### src/rtl/keypad_pkg.sv
// Shared types and constants for the matrix-keypad front end.
// key_map turns a (row, column) position into the 4-bit code the adder consumes.
package keypad_pkg;

    typedef logic [3:0] key_t;

    localparam key_t KEY_NONE = 4'hF;
    localparam key_t KEY_STAR = 4'hA;
    localparam key_t KEY_HASH = 4'hB;
    localparam key_t KEY_ZERO = 4'h0;

    localparam int NUM_ROWS = 4;
    localparam int NUM_COLS = 3;

    // Rows 0-2 are the digits 1-9; row 3 is '*', '0', '#'.
    function automatic key_t key_map(input logic [1:0] r, input logic [1:0] c);
        key_t k;
        if (r != 2'd3) begin
            k = key_t'({2'b00, r} * 4'd3 + {2'b00, c} + 4'd1);
        end else begin
            case (c)
                2'd0:    k = KEY_STAR;
                2'd1:    k = KEY_ZERO;
                default: k = KEY_HASH;
            endcase
        end
        return k;
    endfunction

endpackage

### src/rtl/sync_2ff.sv
// Two-flop synchronizer for slow asynchronous inputs such as keypad rows.
// Both stages reset to RST_VAL so idle (pulled-up) inputs read as inactive.
module sync_2ff #(
    parameter int               WIDTH   = 1,
    parameter logic [WIDTH-1:0] RST_VAL = '1
) (
    input  logic             clk,
    input  logic             rst,
    input  logic [WIDTH-1:0] d_i,
    output logic [WIDTH-1:0] q_o
);

    logic [WIDTH-1:0] meta_q;
    logic [WIDTH-1:0] sync_q;

    always_ff @(posedge clk or posedge rst) begin
        if (rst) begin
            meta_q <= RST_VAL;
            sync_q <= RST_VAL;
        end else begin
            meta_q <= d_i;
            sync_q <= meta_q;
        end
    end

    assign q_o = sync_q;

endmodule

### src/rtl/keypad_scan.sv
// Column-scanning 4x3 keypad reader: one result per 3-column frame, debounced
// over DEBOUNCE_SCANS identical frames, with a strobe for each new key code.
module keypad_scan
    import keypad_pkg::*;
#(
    parameter int SCAN_DIV       = 27000,
    parameter int DEBOUNCE_SCANS = 4
) (
    input  logic       clk,
    input  logic       rst,
    input  logic [3:0] row,
    output logic [2:0] col,
    output logic [3:0] sample,
    output logic       key_strobe
);

    localparam int SLOT_W = (SCAN_DIV > 1) ? $clog2(SCAN_DIV) : 1;
    localparam int CNT_W  = $clog2(DEBOUNCE_SCANS + 1);

    localparam logic [SLOT_W-1:0] SLOT_LAST = SLOT_W'(SCAN_DIV - 1);
    localparam logic [CNT_W-1:0]  CNT_MAX   = CNT_W'(DEBOUNCE_SCANS);

    logic [SLOT_W-1:0] slot_q, slot_d;
    logic [1:0]        col_idx_q, col_idx_d;
    logic [1:0]        hits_q, hits_d;      // keys seen so far this frame, 2 means "two or more"
    key_t              code_q, code_d;
    key_t              cand_q, cand_d;
    logic [CNT_W-1:0]  cnt_q, cnt_d;
    key_t              sample_q, sample_d;
    logic              strobe_q, strobe_d;

    logic [3:0] row_s;
    logic       slot_last;
    logic       frame_end;
    logic [1:0] slot_hits;
    key_t       slot_code;
    logic [1:0] base_hits;
    key_t       base_code;
    logic [2:0] hit_sum;
    logic [1:0] total_hits;
    key_t       total_code;
    key_t       frame_res;

    sync_2ff #(
        .WIDTH   (NUM_ROWS),
        .RST_VAL ('1)
    ) u_row_sync (
        .clk (clk),
        .rst (rst),
        .d_i (row),
        .q_o (row_s)
    );

    assign slot_last = (slot_q == SLOT_LAST);
    assign frame_end = slot_last && (col_idx_q == 2'd2);

    // Keys found in the column currently being captured.
    always_comb begin
        slot_hits = 2'd0;
        slot_code = KEY_NONE;
        for (int r = 0; r < NUM_ROWS; r++) begin
            if (!row_s[r]) begin
                slot_code = key_map(2'(r), col_idx_q);
                if (slot_hits != 2'd2) begin
                    slot_hits = slot_hits + 2'd1;
                end
            end
        end
    end

    // Column 0 starts a fresh frame; later columns add to the running tally.
    always_comb begin
        base_hits  = (col_idx_q == 2'd0) ? 2'd0 : hits_q;
        base_code  = (col_idx_q == 2'd0) ? KEY_NONE : code_q;
        hit_sum    = {1'b0, base_hits} + {1'b0, slot_hits};
        total_hits = (hit_sum >= 3'd2) ? 2'd2 : hit_sum[1:0];
        total_code = (slot_hits != 2'd0) ? slot_code : base_code;
        frame_res  = (total_hits == 2'd1) ? total_code : KEY_NONE;
    end

    always_comb begin
        slot_d    = slot_q + SLOT_W'(1);
        col_idx_d = col_idx_q;
        hits_d    = hits_q;
        code_d    = code_q;
        cand_d    = cand_q;
        cnt_d     = cnt_q;
        sample_d  = sample_q;
        strobe_d  = 1'b0;

        if (slot_last) begin
            slot_d    = '0;
            col_idx_d = (col_idx_q == 2'd2) ? 2'd0 : col_idx_q + 2'd1;
            hits_d    = total_hits;
            code_d    = total_code;
        end

        if (frame_end) begin
            if (frame_res != cand_q) begin
                cand_d = frame_res;
                cnt_d  = CNT_W'(1);
            end else if (cnt_q != CNT_MAX) begin
                cnt_d = cnt_q + CNT_W'(1);
            end

            // Release updates sample silently; only real keys strobe.
            if ((cnt_d == CNT_MAX) && (cand_d != sample_q)) begin
                sample_d = cand_d;
                strobe_d = (cand_d != KEY_NONE);
            end
        end
    end

    always_ff @(posedge clk or posedge rst) begin
        if (rst) begin
            slot_q    <= '0;
            col_idx_q <= 2'd0;
            hits_q    <= 2'd0;
            code_q    <= KEY_NONE;
            cand_q    <= KEY_NONE;
            cnt_q     <= '0;
            sample_q  <= KEY_NONE;
            strobe_q  <= 1'b0;
        end else begin
            slot_q    <= slot_d;
            col_idx_q <= col_idx_d;
            hits_q    <= hits_d;
            code_q    <= code_d;
            cand_q    <= cand_d;
            cnt_q     <= cnt_d;
            sample_q  <= sample_d;
            strobe_q  <= strobe_d;
        end
    end

    assign col        = ~(3'b001 << col_idx_q);
    assign sample     = sample_q;
    assign key_strobe = strobe_q;

endmodule

### config.mk
export PLATFORM = sky130hd
export DESIGN_NAME = keypad_scan
export DESIGN_NICKNAME = d
export VERILOG_FILES = /design/src/rtl/keypad_pkg.sv /design/src/rtl/sync_2ff.sv /design/src/rtl/keypad_scan.sv
export SDC_FILE = /design/constraint.sdc
export NUM_CORES = 1
export LEC_CHECK = 0
export CAP_MARGIN = 20
export CORE_MARGIN = 5
export CORE_UTILIZATION = 54
export DETAILED_ROUTE_END_ITERATION = 10
export DONT_BUFFER_PORTS = 1
export PLACE_DENSITY = 0.76
export SYNTH_ARGS = -nofsm -noshare
export SYNTH_HDL_FRONTEND = slang
export SYNTH_HIERARCHICAL = 1
export SYNTH_SLANG_ARGS = --single-unit
### constraint.sdc
create_clock -name clk -period 4.1 [get_ports clk]
set_clock_uncertainty 0.2 [all_clocks]
set_input_delay 0.82 -clock clk [delete_from_list [all_inputs] [get_ports clk]]
set_output_delay 0.82 -clock clk [all_outputs]
set_load 0.05 [all_outputs]
==> flow_summary.toml <==
[die]
row_count = 24
io_pins = 14
die_area_sq_um = 6100
die_x_um = 78.1
core-area_sq_um = 4410
initial_utilization_pct = 56.7
die_y_um = 78.1

[clock_network]
htreeDepth = 2
cts_tree = "yes"
cts_root_buf = "clkbuf_8"
cts_buffers = 5
insertion_delay_ns = 0.29
clk_pin_slew_worst_paths_ns = 0.07
cts_sinks = 43
clk_path_buf_depth = 2

[timing]
min_period_over_period_pct = 98.7
setup_viol = 0
final.setup.tns_ns = 0
fmax_ghz = 0.247
rsz0062_at_grt = "yes"
report.final.slew_viol_count = 0
hold_viol = 0
fin_crit_ns = 4.05
slew-limit-headroom_pct = 59.1
tightest_slew_ns = 0.609

[logic_synthesis]
syn_inst = 246
synth_mux_area_share_pct = 3.10
syn_avg_cell_area_sq_um = 10.2
synth_edf_count = 0
async_reset_ff_share_pct = 100
synth_warnings = 6
synth_compound_area_share_pct = 13.1
synth-simple-area-share_pct = 19.6
synth_area_sq_um = 2500
ys_seq_elements = 43
synthAdderAreaFrac_pct = 7.80
synth.yosys.seq_area_share_pct = 44.0
synth_ff_type = "dfrtp_1"
synth.distinct_cells = 56
synthXorXnorAreaFrac_pct = 7.70
syn-num-nets = 267
synth_top_family_by_area = "simple AND/OR/NAND/NOR gates"

[worst_hold_path]
hold_path_startpoint = "u_row_sync/meta_q[3]$_DFF_PP1_"
hp-class = "flop to flop"

[pwr]
p_per_area_nw_per_um2 = 282
ir_drop_mv = 0.181
p_leak_nw = 1.24
finalPower_uw = 810

[route]
wl_met1_um = 2290
drt_iter0_drc = 120
dr.pass1.iters = 4
ant_nets = 0
via_count = 1833
drt-wirelength-per-cell_um = 15.3
wl_met2_um = 2310
routed_via_density = 5.76
top_layer = "met4"
drt-total-wl_um = 4870
met3WireLength_um = 209
drc = 0

[finish]
drive_gt1_share_pct = 30.1
area_delta_synth_final_pct = 14.7
seqCellArea_sq_um = 1100
multi_input_area_sq_um = 1380
fin_util_pct = 65.1
nFillCells = 322
fin_nets = 286
final_area_sq_um = 2870
diodes = 0

[outcome]
outcome = "completed"

[setup_path]
critPathCapture = "sample[0]$_DFFE_PP1P_"
critPathKind = "flop to flop"
regToRegSetupSlack_ns = 0.05
timing.rr.start = "u_row_sync/q_o[0]$_DFF_PP1_"
worstPathArrival_ns = 4.07
crit_start = "u_row_sync/q_o[0]$_DFF_PP1_"
start_kind = "flop"
critPathRequiredTime_ns = 4.12
r2r_end = "sample[0]$_DFFE_PP1P_"
critPathMaxFanout = 5
reg2reg_depth = 19
end_kind = "flop"

[grt]
antenna_found_initial = 0
grt_usage_pct = 16.1
grt_pass1_wl_um = 8120
overflow = 0
grt_max_degree = 29
grt_pass1_vias = 1721

[placed_design]
gp_congestion = 0.835
place_area_sq_um = 2620
dpl.hpwl_um = 3430
io_buffers = 0

[flow_run]
drv_cap = 0
-- layout make-up --
cell class / count / share of cell area [%]
Clock buffer: 7 / 3.01
Clock inverter: 1 / 0.174
Sequential cell: 43 / 38.3
Multi-Input combinational cell: 177 / 47.9
Tap cell: 52 / 2.27
Timing Repair Buffer: 18 / 5.66
Inverter: 20 / 2.61
-- stage by stage --
| stage | worst slack, ns | hold WS, ns | cells |
|---|---|---|---|
| after floorplan | 0.0689 | 0.145 | 246 |
| after global placement | 0.131 | 0.146 | 304 |
| after detailed placement | 0.0652 | 0.148 | 304 |
| after CTS | 0.0476 | 0.159 | 312 |
| after global routing | -0.0884 | 0.164 | 318 |
| final | 0.0514 | 0.157 | 318 |
-- metal layers --
layer  vias to the layer above  global-route usage (%)
met2                        46                    25.5
met5                         -                       0
met3                         6                    3.43
met1                       894                    23.2
li1                        887                       -
met4                         0                    3.04
-- cell families after synthesis --
group                    Yosys count
AND/OR/NAND/NOR                   95
adder cells (fa/ha/maj)           15
AO/OA/AOI/OAI                     41
flip-flops                        43
buffers and inverters             26
multiplexers                       7
XOR/XNOR                          19
-- cell usage after synthesis (3+ instances only) --
cell type   n  share of area, %
ha_1       14               7.0
mux2i_1     4               1.6
dfstp_2    20                21
o21ai_0     6               1.2
inv_1      20               3.0
nand2_1    22               3.3
a21oi_1     8               1.6
xnor2_1     7               2.4
and3_1      3              0.75
nand4_1     7               1.7
clkbuf_1    3              0.45
nor3_1      4              0.80
nor2b_1     4               1.0
nand2b_1    3              0.75
a211oi_1    3              0.90
nor2_1     27               4.0
dfrtp_1    23                23
nand3_1    13               2.6
o31ai_1     3              0.90
xor2_1     10               3.5
-- registers in the layout (all words and copies together) (netlist names) --
signal / cells
cand_q: 4
cnt_q: 3
code_q: 4
col_idx_q: 2
hits_q: 2
key_strobe: 1
sample: 4
slot_q: 15
u_row_sync/meta_q: 4
u_row_sync/q_o: 4
-- critical path, cell delays in order (launching register included) --
cell and delay [ns]:
dfstp_2 0.54, inv_2 0.03, ha_2 0.27, mux2i_2 0.18, ha_2 0.20, nor2_2 0.04, a21o_4 0.19, inv_2 0.07
ha_4 0.13, inv_2 0.03, fa_1 0.53, buf_6 0.11, nand4b_1 0.17, buf_6 0.20, nor2_2 0.10, nand3_1 0.12
o21ai_4 0.10, xor2_2 0.23, nand4_4 0.19, mux2_4 0.33
-- cells in the final DEF (no fill, tap or decap), drive strengths merged, types with 2 or more instances in the layout --
| master | instances |
|---|---|
| a31oi | 3 |
| a21boi | 2 |
| xor2 | 11 |
| a211oi | 4 |
| a21o | 2 |
| xnor2 | 8 |
| o31ai | 3 |
| nand2 | 22 |
| and3 | 3 |
| nand4 | 8 |
| dfrtp | 23 |
| nand3 | 13 |
| a21oi | 8 |
| a311oi | 2 |
| mux2i | 4 |
| dfstp | 20 |
| nor3 | 4 |
| mux2 | 3 |
| buf | 18 |
| nand2b | 3 |
| nor2 | 27 |
| o21ai | 7 |
| clkbuf | 7 |
| nor4 | 2 |
| inv | 20 |
| nor2b | 4 |
| or2b | 2 |
| ha | 14 |
-- how the worst min path moves through the flow --
stage	to	slack, ns	cells past startpoint
after floorplan	u_row_sync/q_o[0]$_DFF_PP1_	0.15	0
after global placement	u_row_sync/q_o[0]$_DFF_PP1_	0.15	0
after detailed placement	u_row_sync/q_o[3]$_DFF_PP1_	0.15	0
after CTS	u_row_sync/q_o[3]$_DFF_PP1_	0.16	0
after global routing	u_row_sync/q_o[0]$_DFF_PP1_	0.16	0
final	u_row_sync/q_o[3]$_DFF_PP1_	0.16	0
-- repair_timing --
item / in CTS / in global routing
gates resized for setup: 0 / 28
hold buffers: 0 / 0
setup buffers: 0 / 5
setup endpoints to repair: 0 / 7
-- report_power, final --
part	internal, mW	switching [mW]	total (mW)	leakage (nW)
logic	0.0462	0.0564	0.103	0.681
clock network	0.136	0.135	0.271	0.0482
registers	0.432	0.00473	0.437	0.515
total	0.614	0.196	0.810	1.24
No activity file was read; power rests on OpenSTA's default activity.
